### src/rtl/pipe_hold_ctrl.sv
// pipe_hold_ctrl: hold/flush scheduler for the 5-stage core with post-jump flush sequencing,
// stall statistics and a hold watchdog. Outputs are Mealy so the IF/ID hold lands on the jump edge.
module pipe_hold_ctrl #(
    parameter int FLUSH_CYCLES = 2,
    parameter int MAX_HOLD     = 64,
    parameter int CNT_W        = 32
) (
    input  logic             clk,
    input  logic             rst,
    input  logic             jump_flag_i,
    input  logic [31:0]      jump_addr_i,
    input  logic             hold_req_i,
    input  logic             load_use_i,
    output logic             jump_flag_o,
    output logic [31:0]      jump_addr_o,
    output logic             pc_hold_o,
    output logic             hold_flag_o,
    output logic             id_ex_flush_o,
    output logic             busy_o,
    output logic [CNT_W-1:0] stall_cnt_o,
    output logic             hold_timeout_o
);
    localparam int HW = $clog2(MAX_HOLD + 1);

    typedef enum logic [1:0] {RUN, FLUSH, STALL} state_t;

    state_t           state_q, state_d;
    logic [2:0]       fcnt_q, fcnt_d;
    logic [HW-1:0]    hcnt_q, hcnt_d;
    logic [CNT_W-1:0] stall_q, stall_d;
    logic             to_q, to_d;
    logic             jmp, hreq, lu, run, fls, stl;

    // Inputs are gated by rst so every output reads 0 while reset is asserted
    always_comb begin
        jmp           = rst & jump_flag_i;
        hreq          = rst & hold_req_i;
        lu            = rst & load_use_i;
        run           = state_q == RUN;
        fls           = state_q == FLUSH;
        stl           = state_q == STALL;
        jump_flag_o   = jmp;
        jump_addr_o   = jmp ? jump_addr_i : 32'd0;
        pc_hold_o     = !jmp & (stl | run & (hreq | lu));
        hold_flag_o   = jmp | fls | stl | run & hreq;
        id_ex_flush_o = jmp | fls | run & !hreq & lu;
        busy_o        = !run;
        state_d       = state_q;
        fcnt_d        = fcnt_q;
        hcnt_d        = hcnt_q;
        if (jmp) begin
            state_d = FLUSH_CYCLES > 1 ? FLUSH : RUN;
            fcnt_d  = 3'(FLUSH_CYCLES - 1);
            hcnt_d  = '0;
        end else if (fls) begin
            fcnt_d  = fcnt_q - 3'(1);
            state_d = fcnt_q <= 3'(1) ? RUN : FLUSH;
        end else if (hreq) begin
            state_d = STALL;
            hcnt_d  = hcnt_q == HW'(MAX_HOLD) ? hcnt_q : hcnt_q + HW'(1);
        end else begin
            state_d = RUN;
            hcnt_d  = '0;
        end
        to_d    = to_q | stl & (hcnt_q == HW'(MAX_HOLD));
        stall_d = (pc_hold_o | hold_flag_o) & ~&stall_q ? stall_q + CNT_W'(1) : stall_q;
    end

    always_ff @(posedge clk or negedge rst) begin
        if (!rst) begin
            state_q <= RUN;
            fcnt_q  <= '0;
            hcnt_q  <= '0;
            stall_q <= '0;
            to_q    <= 1'b0;
        end else begin
            state_q <= state_d;
            fcnt_q  <= fcnt_d;
            hcnt_q  <= hcnt_d;
            stall_q <= stall_d;
            to_q    <= to_d;
        end
    end

    assign stall_cnt_o    = stall_q;
    assign hold_timeout_o = to_q;
endmodule

### config.mk
export PLATFORM = sky130hd
export DESIGN_NAME = pipe_hold_ctrl
export DESIGN_NICKNAME = d
export VERILOG_FILES = /design/src/rtl/pipe_hold_ctrl.sv
export SDC_FILE = /design/constraint.sdc
export NUM_CORES = 1
export LEC_CHECK = 0
export ABC_AREA = 1
export CAP_MARGIN = 20
export CORE_UTILIZATION = 42
export CTS_BUF_LIST = sky130_fd_sc_hd__clkbuf_8 sky130_fd_sc_hd__clkbuf_16
export DETAILED_ROUTE_END_ITERATION = 6
export GPL_ROUTABILITY_DRIVEN = 0
export PLACE_DENSITY = 0.78
export SYNTH_ARGS = -nofsm -noshare
export SYNTH_HDL_FRONTEND = slang
export SYNTH_SLANG_ARGS = --single-unit
### constraint.sdc
create_clock -name clk -period 1.6 [get_ports clk]
set_input_delay 0.32 -clock clk [delete_from_list [all_inputs] [get_ports clk]]
set_output_delay 0.32 -clock clk [all_outputs]
set_load 0.01 [all_outputs]
==> results.txt, run 1 <==
Synthesized net count: 545
Root Driver: clkbuf_8
Sequential share of the synthesized area: 35.6%
DRC violations left: 0
Num CTS Buffers: 5
Port bufs: 106
Total Power: 3.83 mW
NumNets Final: 729
Routed Antenna Nets: 0
M3 GR Usage: 5.88%
Crit path launch: state_q[1]$_DFF_PN0_
TNS Setup: 0 ns
Setup CP Type: flop to output port
Min Tclk post-route: 1.59 ns
Fillers: 601
Synth top area cells: dfrtp_1, nand2_1, nor2_1
Buffers from clock root to sink, at most: 2
Yosys top cell by area: dfrtp_1
DP Cell Count: 747
First-pass detailed-route iteration total: 5
Share of the synthesized area in the top cell type: 35.6%
Fin util: 69.1%
Commonest non-fill, non-tap cells in the layout: nand2_1, nor2_1, buf_4
GRT Overall Usage: 25.7%
Worst IR drop on VDD: 0.000424 V
Fin cells: 788
Buf/Inv on CP: 3
Chip width: 88.8 µm
DRT iter0 DRCs: 242
Worst Max-Slew Pin Slew: 0.575 ns
Max-slew violations: 0
Grt met1 use: 28.7%
I/O pin count: 107
Worst R2R Start: stall_cnt_o[0]$_DFFE_PN0P_
Post-synthesis register bit count: 45
Detailed placer's ending HPWL: 7030 µm
Initial Util: 43.6%
Flip-flop and latch area: 1130 µm²
Wire length per cell: 12.7 µm
Critical Path Most Common Cell: buf_6
Die Y: 88.8 µm
Synth unique cells: 28
CP top delay family: flip-flops
Final hold vios: 0
Core Rows: 31
F_max: 629 MHz
Critical Path End Type: output port
Grt total ovfl: 0
Worst-path clk slew: 0.09 ns
Met2 usage: 47.7%
Clock sink total: 45
Worst slew margin: 61.7%
Antenna diodes: 0
Area grow syn2layout: 58.3%
Area of the multi-input gates: 1790 µm²
PwrDens: 764 nW/µm²
Overall routed net length: 10,000 µm
Commonest non-fill, non-tap cell in the layout: nand2_1
Leakage power: 2.78 nW
Die area: 7890 µm²
Crit-path max FO: 3
Max-cap violation count: 0
Largest net degree at the start of global routing: 46
# setup viols final: 0
CP arrival: 1.27 ns
Post-DR vias/cell: 4.84
Req. time, crit path: 1.28 ns
Synth Warn #: 0
Startpoint Class: flop
First-pass GRT wire length: 15,400 µm
CP Cell Sequence: buf_6 -> nand3b_1 -> nand2_1 -> inv_1 -> buf_6
GRT Max-Usage Layer: met2
# H-tree levels: 2
Syn Inst Count: 504
Worst skew pair latency: 0.31 ns
Via count of the first global-routing pass: 3,543
Final Cycle Share: 99.4%
Core ar.: 7250 µm²
Unrepaired setup endpoints after global routing: true
Initial antenna violation count: 0
CTS tree: built
Status: completed
Syn avg cell area: 6.28 µm²
Layout Skew: 0.00787 ns
Slowest-stage cell, CP: dfrtp_2
Hold/Removal Path Class: primary input to async pin
CP peak stage delay: 0.45 ns
Synth Cell Area: 3170 µm²
Vias after detailed routing: 3,817
Layout cells sized above 1: 23.7%
[cell type report]
type / count / share of cell area [%]
clock buffer: 6 / 1.65
timing repair buffer: 186 / 31.6
tap: 99 / 2.47
inverter: 73 / 5.77
clock inverter: 2 / 0.275
multi-input combinational: 377 / 35.7
sequential: 45 / 22.6
[power by group]
| part | switching [mW] | internal (mW) | leakage [nW] |
|---|---|---|---|
| clock network | 0.414 | 0.351 | 0.0512 |
| logic | 0.849 | 0.845 | 2.13 |
| registers | 0.105 | 1.26 | 0.606 |
[worst paths after layout]
kind                                                to  slack (ns)  cells after the start
setup reg to reg            stall_cnt_o[9]$_DFFE_PN0P_        0.01                     10
hold / removal             stall_cnt_o[11]$_DFFE_PN0P_        0.17                      2
max in group asynchronous  stall_cnt_o[21]$_DFFE_PN0P_        0.98                      2
setup / recovery                             pc_hold_o        0.01                      5
min in group clk                 fcnt_q[2]$_DFFE_PN0P_        0.49                      1
hold reg to reg                  fcnt_q[2]$_DFFE_PN0P_        0.49                      1
[metrics by stage]
step	worst slack [ns]	cell area, µm²	hold WS [ns]
after detailed placement	-0.514	4650	0.466
after global placement	-0.461	4650	0.460
after floorplan	0.00929	3170	0.0244
after global routing	-0.0608	5010	0.243
final	0.00956	5010	0.175
after CTS	0.00795	4920	0.209
[metal layers]
| layer | vias to the layer above | wire (µm) |
|---|---|---|
| met1 | 1743 | 3940 |
| met2 | 175 | 5160 |
| met3 | 28 | 640 |
| li1 | 1871 | - |
| met4 | 0 | 303 |
| met5 | - | 0 |
[timing repair]
item	CTS	global route
cloned	1	1
resized for setup	114	72
setup endpoints to repair	100	66
pin swaps	1	12
buffers inserted	22	9
hold buffers	0	0
[synth_stat cells]
| master | n |
|---|---|
| nand2_1 | 208 |
| nor2_1 | 90 |
| inv_1 | 71 |
| dfrtp_1 | 45 |
| nand3_1 | 16 |
| o21ai_0 | 14 |
| xor2_1 | 10 |
| xnor2_1 | 6 |
| buf_6 | 5 |
| ha_1 | 4 |
| nand3b_1 | 4 |
| nand4_1 | 4 |
| nor2_2 | 4 |
| o21ai_1 | 4 |
| clkbuf_1 | 3 |
| nand2_2 | 2 |
| nand2_4 | 2 |
| o21bai_1 | 2 |
| a21o_1 | 1 |
| a31oi_1 | 1 |
| and2_1 | 1 |
| buf_1 | 1 |
| inv_2 | 1 |
| inv_6 | 1 |
| nand2_8 | 1 |
| nor2_4 | 1 |
| nor2_8 | 1 |
| o21ai_2 | 1 |
[logic make-up (layout without fill, tap and decap cells)]
kind of cell / Yosys count / after routing / synth area share [%]
AO/OA/AOI/OAI: 23 / 23 / 4.03
adder cells (fa/ha/maj): 4 / 4 / 1.58
XOR/XNOR: 16 / 16 / 4.43
AND/OR/NAND/NOR: 334 / 334 / 43.3
flip-flops: 45 / 45 / 35.6
buffers and inverters: 82 / 267 / 11.1
[sequential cells by signal, summed over array words and instances, names as in the netlist]
name / cells
hcnt_q: 7
fcnt_q: 3
state_q: 2
hold_timeout_o: 1
stall_cnt_o: 32
(Power assumes the default switching activity.)
==> run 2: changes to the inputs <==
--- a/config.mk
+++ b/config.mk
@@ -7,11 +7,12 @@
 export LEC_CHECK = 0
 export ABC_AREA = 1
 export CAP_MARGIN = 20
-export CORE_UTILIZATION = 42
-export CTS_BUF_LIST = sky130_fd_sc_hd__clkbuf_8 sky130_fd_sc_hd__clkbuf_16
+export CORE_UTILIZATION = 43
+export CTS_BUF_LIST = sky130_fd_sc_hd__clkbuf_8
 export DETAILED_ROUTE_END_ITERATION = 6
 export GPL_ROUTABILITY_DRIVEN = 0
-export PLACE_DENSITY = 0.78
+export PLACE_DENSITY = 0.79
+export SLEW_MARGIN = 40
 export SYNTH_ARGS = -nofsm -noshare
 export SYNTH_HDL_FRONTEND = slang
 export SYNTH_SLANG_ARGS = --single-unit
==> results.txt, run 2 (same netlist as run 1, synthesis figures left out) <==
First-pass detailed-route iteration total: 5 (unchanged)
Worst Max-Slew Pin Slew: 0.569 ns (-0.00561 ns)
Layout Skew: 0.0130 ns (+0.00512 ns)
F_max: 628 MHz (about the same)
Max FFs per register: 32 (unchanged)
R2R Setup Slk: 0.02 ns (about the same)
GRT Overall Usage: 24.6% (-1.1 points)
# setup viols final: 0 (unchanged)
Startpoint Class: flop
Clock sink total: 45 (unchanged)
I/O pin count: 107 (unchanged)
Hold Buf Count CTS: 0 (unchanged)
Core ar.: 6940 µm² (-4.3%)
Layout cells sized above 1: 23.2% (-0.43 points)
DRC violations left: 0 (unchanged)
PwrDens: 760 nW/µm² (-0.45%)
Wire length per cell: 12.0 µm (-6.2%)
Grt total ovfl: 0 (unchanged)
Largest net degree at the start of global routing: 46 (unchanged)
Dpl cell area: 4600 µm² (-1.3%)
Min Tclk post-route: 1.59 ns (+0.000954 ns)
Routed Antenna Nets: 0 (unchanged)
Chip width: 87.8 µm (-1.1%)
Die area: 7710 µm² (-2.3%)
Port bufs: 106 (unchanged)
Req. time, crit path: 1.28 ns (about the same)
Initial Util: 45.6% (+1.9 points)
Post-DR vias/cell: 4.78 (-1.4%)
Root Driver: clkbuf_8
Unrepaired setup endpoints after global routing: true
Worst skew pair latency: 0.30 ns (about the same)
Worst slew margin: 62.1% (+0.37 points)
Status: completed
Critical Path End Type: output port
Hold/Removal Path Class: primary input to async pin
Worst R2R Start: stall_cnt_o[1]$_DFFE_PN0P_
CP arrival: 1.27 ns (about the same)
Num CTS Buffers: 5 (unchanged)
Initial antenna violation count: 0 (unchanged)
Max-slew violations: 0 (unchanged)
Worst IR drop on VDD: 0.000418 V (-1.3%)
Setup CP Type: flop to output port
Max-cap violation count: 0 (unchanged)
DRT iter0 DRCs: 238 (-1.7%)
Via count of the first global-routing pass: 3,561 (+0.51%)
Final hold vios: 0 (unchanged)
Detailed placer's ending HPWL: 6600 µm (-6.1%)
Buffers from clock root to sink, at most: 2 (unchanged)
WHS: 0.190 ns (+0.0154 ns)
# H-tree levels: 2 (unchanged)
NumNets Final: 717 (-1.6%)
Area grow syn2layout: 56.6%
Commonest non-fill, non-tap cell in the layout: nand2_1
Fillers: 564 (-6.2%)
Crit-path max FO: 3 (unchanged)
DP Cell Count: 735 (-1.6%)
Overall routed net length: 9230 µm (-8.1%)
Vias after detailed routing: 3,689 (-3.4%)
CTS tree: built
Fin cells: 772 (-2.0%)
Die Y: 87.8 µm (-1.1%)
Final Cycle Share: 99.5% (about the same)
Core Rows: 30 (-3.2%)
Antenna diodes: 0 (unchanged)
Crit path launch: state_q[1]$_DFF_PN0_
Final Cell Area: 4960 µm² (-1.1%)
Worst-path clk slew: 0.09 ns (about the same)
Commonest non-fill, non-tap cells in the layout: nand2_1, nor2_1, inv_1
TNS Setup: 0 ns (unchanged)
Leakage power: 2.78 nW (-0.29%)
First-pass GRT wire length: 15,100 µm (-2.1%)
## run 2: cell types whose count changed in the layout (fill, tap and decap cells not counted), sizes merged
cell           before  now
clkbuf             27    7
clkinv              2    0
buf                88   94
clkdlybuf4s50      41   42
bufbuf              1    0
dlymetal6s2s        3    8
dlygate4sd2        24   19
clkdlybuf4s15       8   10
inv                73   74
## run 2: area by class of cell
class / count / area (µm²) / share of cell area, %
flip-flops and latches: 45 / 1130 / 22.8
clock buffers: 6 / 82.6 / 1.67
multi-input cells: 377 / 1810 / 36.6
well taps: 96 / 120 / 2.42
inverters: 73 / 289 / 5.83
clock inverters: 1 / 3.75 / 0.0757
repair buffers: 174 / 1520 / 30.6
## run 2: where the power goes
| group | leakage (nW) | internal, mW | switching [mW] | total, mW |
|---|---|---|---|---|
| logic | 2.12 | 0.850 | 0.817 | 1.67 |
| registers | 0.606 | 1.27 | 0.120 | 1.38 |
| clock network | 0.0485 | 0.337 | 0.380 | 0.718 |
| total | 2.78 | 2.45 | 1.32 | 3.77 |
## run 2: stage by stage
stage	total power, mW	setup WS (ns)	utilization (%)
after floorplan	2.08	0.00929	-
after global placement	2.73	-0.458	66.2
after detailed placement	2.76	-0.508	66.2
after CTS	3.54	0.000539	67.8
after global routing	4.01	-0.0707	71.4
final	3.77	0.00860	71.4
## run 2: final timing paths
path | endpoint | cells after the start
worst max-delay path | pc_hold_o | 5
worst min-delay path | stall_cnt_o[17]$_DFFE_PN0P_ | 2
worst max register to register | stall_cnt_o[16]$_DFFE_PN0P_ | 10
worst min register to register | fcnt_q[2]$_DFFE_PN0P_ | 1
max in group asynchronous | stall_cnt_o[28]$_DFFE_PN0P_ | 2
min in group clk | fcnt_q[2]$_DFFE_PN0P_ | 1
## run 2: per-layer routing
layer / GRT usage, % / up-vias / wire length (µm) / share of wire [%]
li1: - / 1847 / - / -
met1: 29.5 / 1662 / 3810 / 41
met2: 44.5 / 145 / 4580 / 50
met3: 4.05 / 35 / 567 / 6.1
met4: 8.49 / 0 / 273 / 3.0
met5: 0 / - / 0 / 0
## run 2: critical path, cell delays in order, from the launching register on
cell	delay, ns
dfrtp_1	0.41
buf_4	0.16
nand3b_1	0.16
nand2_2	0.09
inv_1	0.04
buf_2	0.13
## run 2: repair_timing
item                                    CTS  global route
gates cloned                              0             1
resized for setup                       165            50
pin swaps                                 4            10
setup buffers                            18            12
endpoints found under the setup margin   98            54
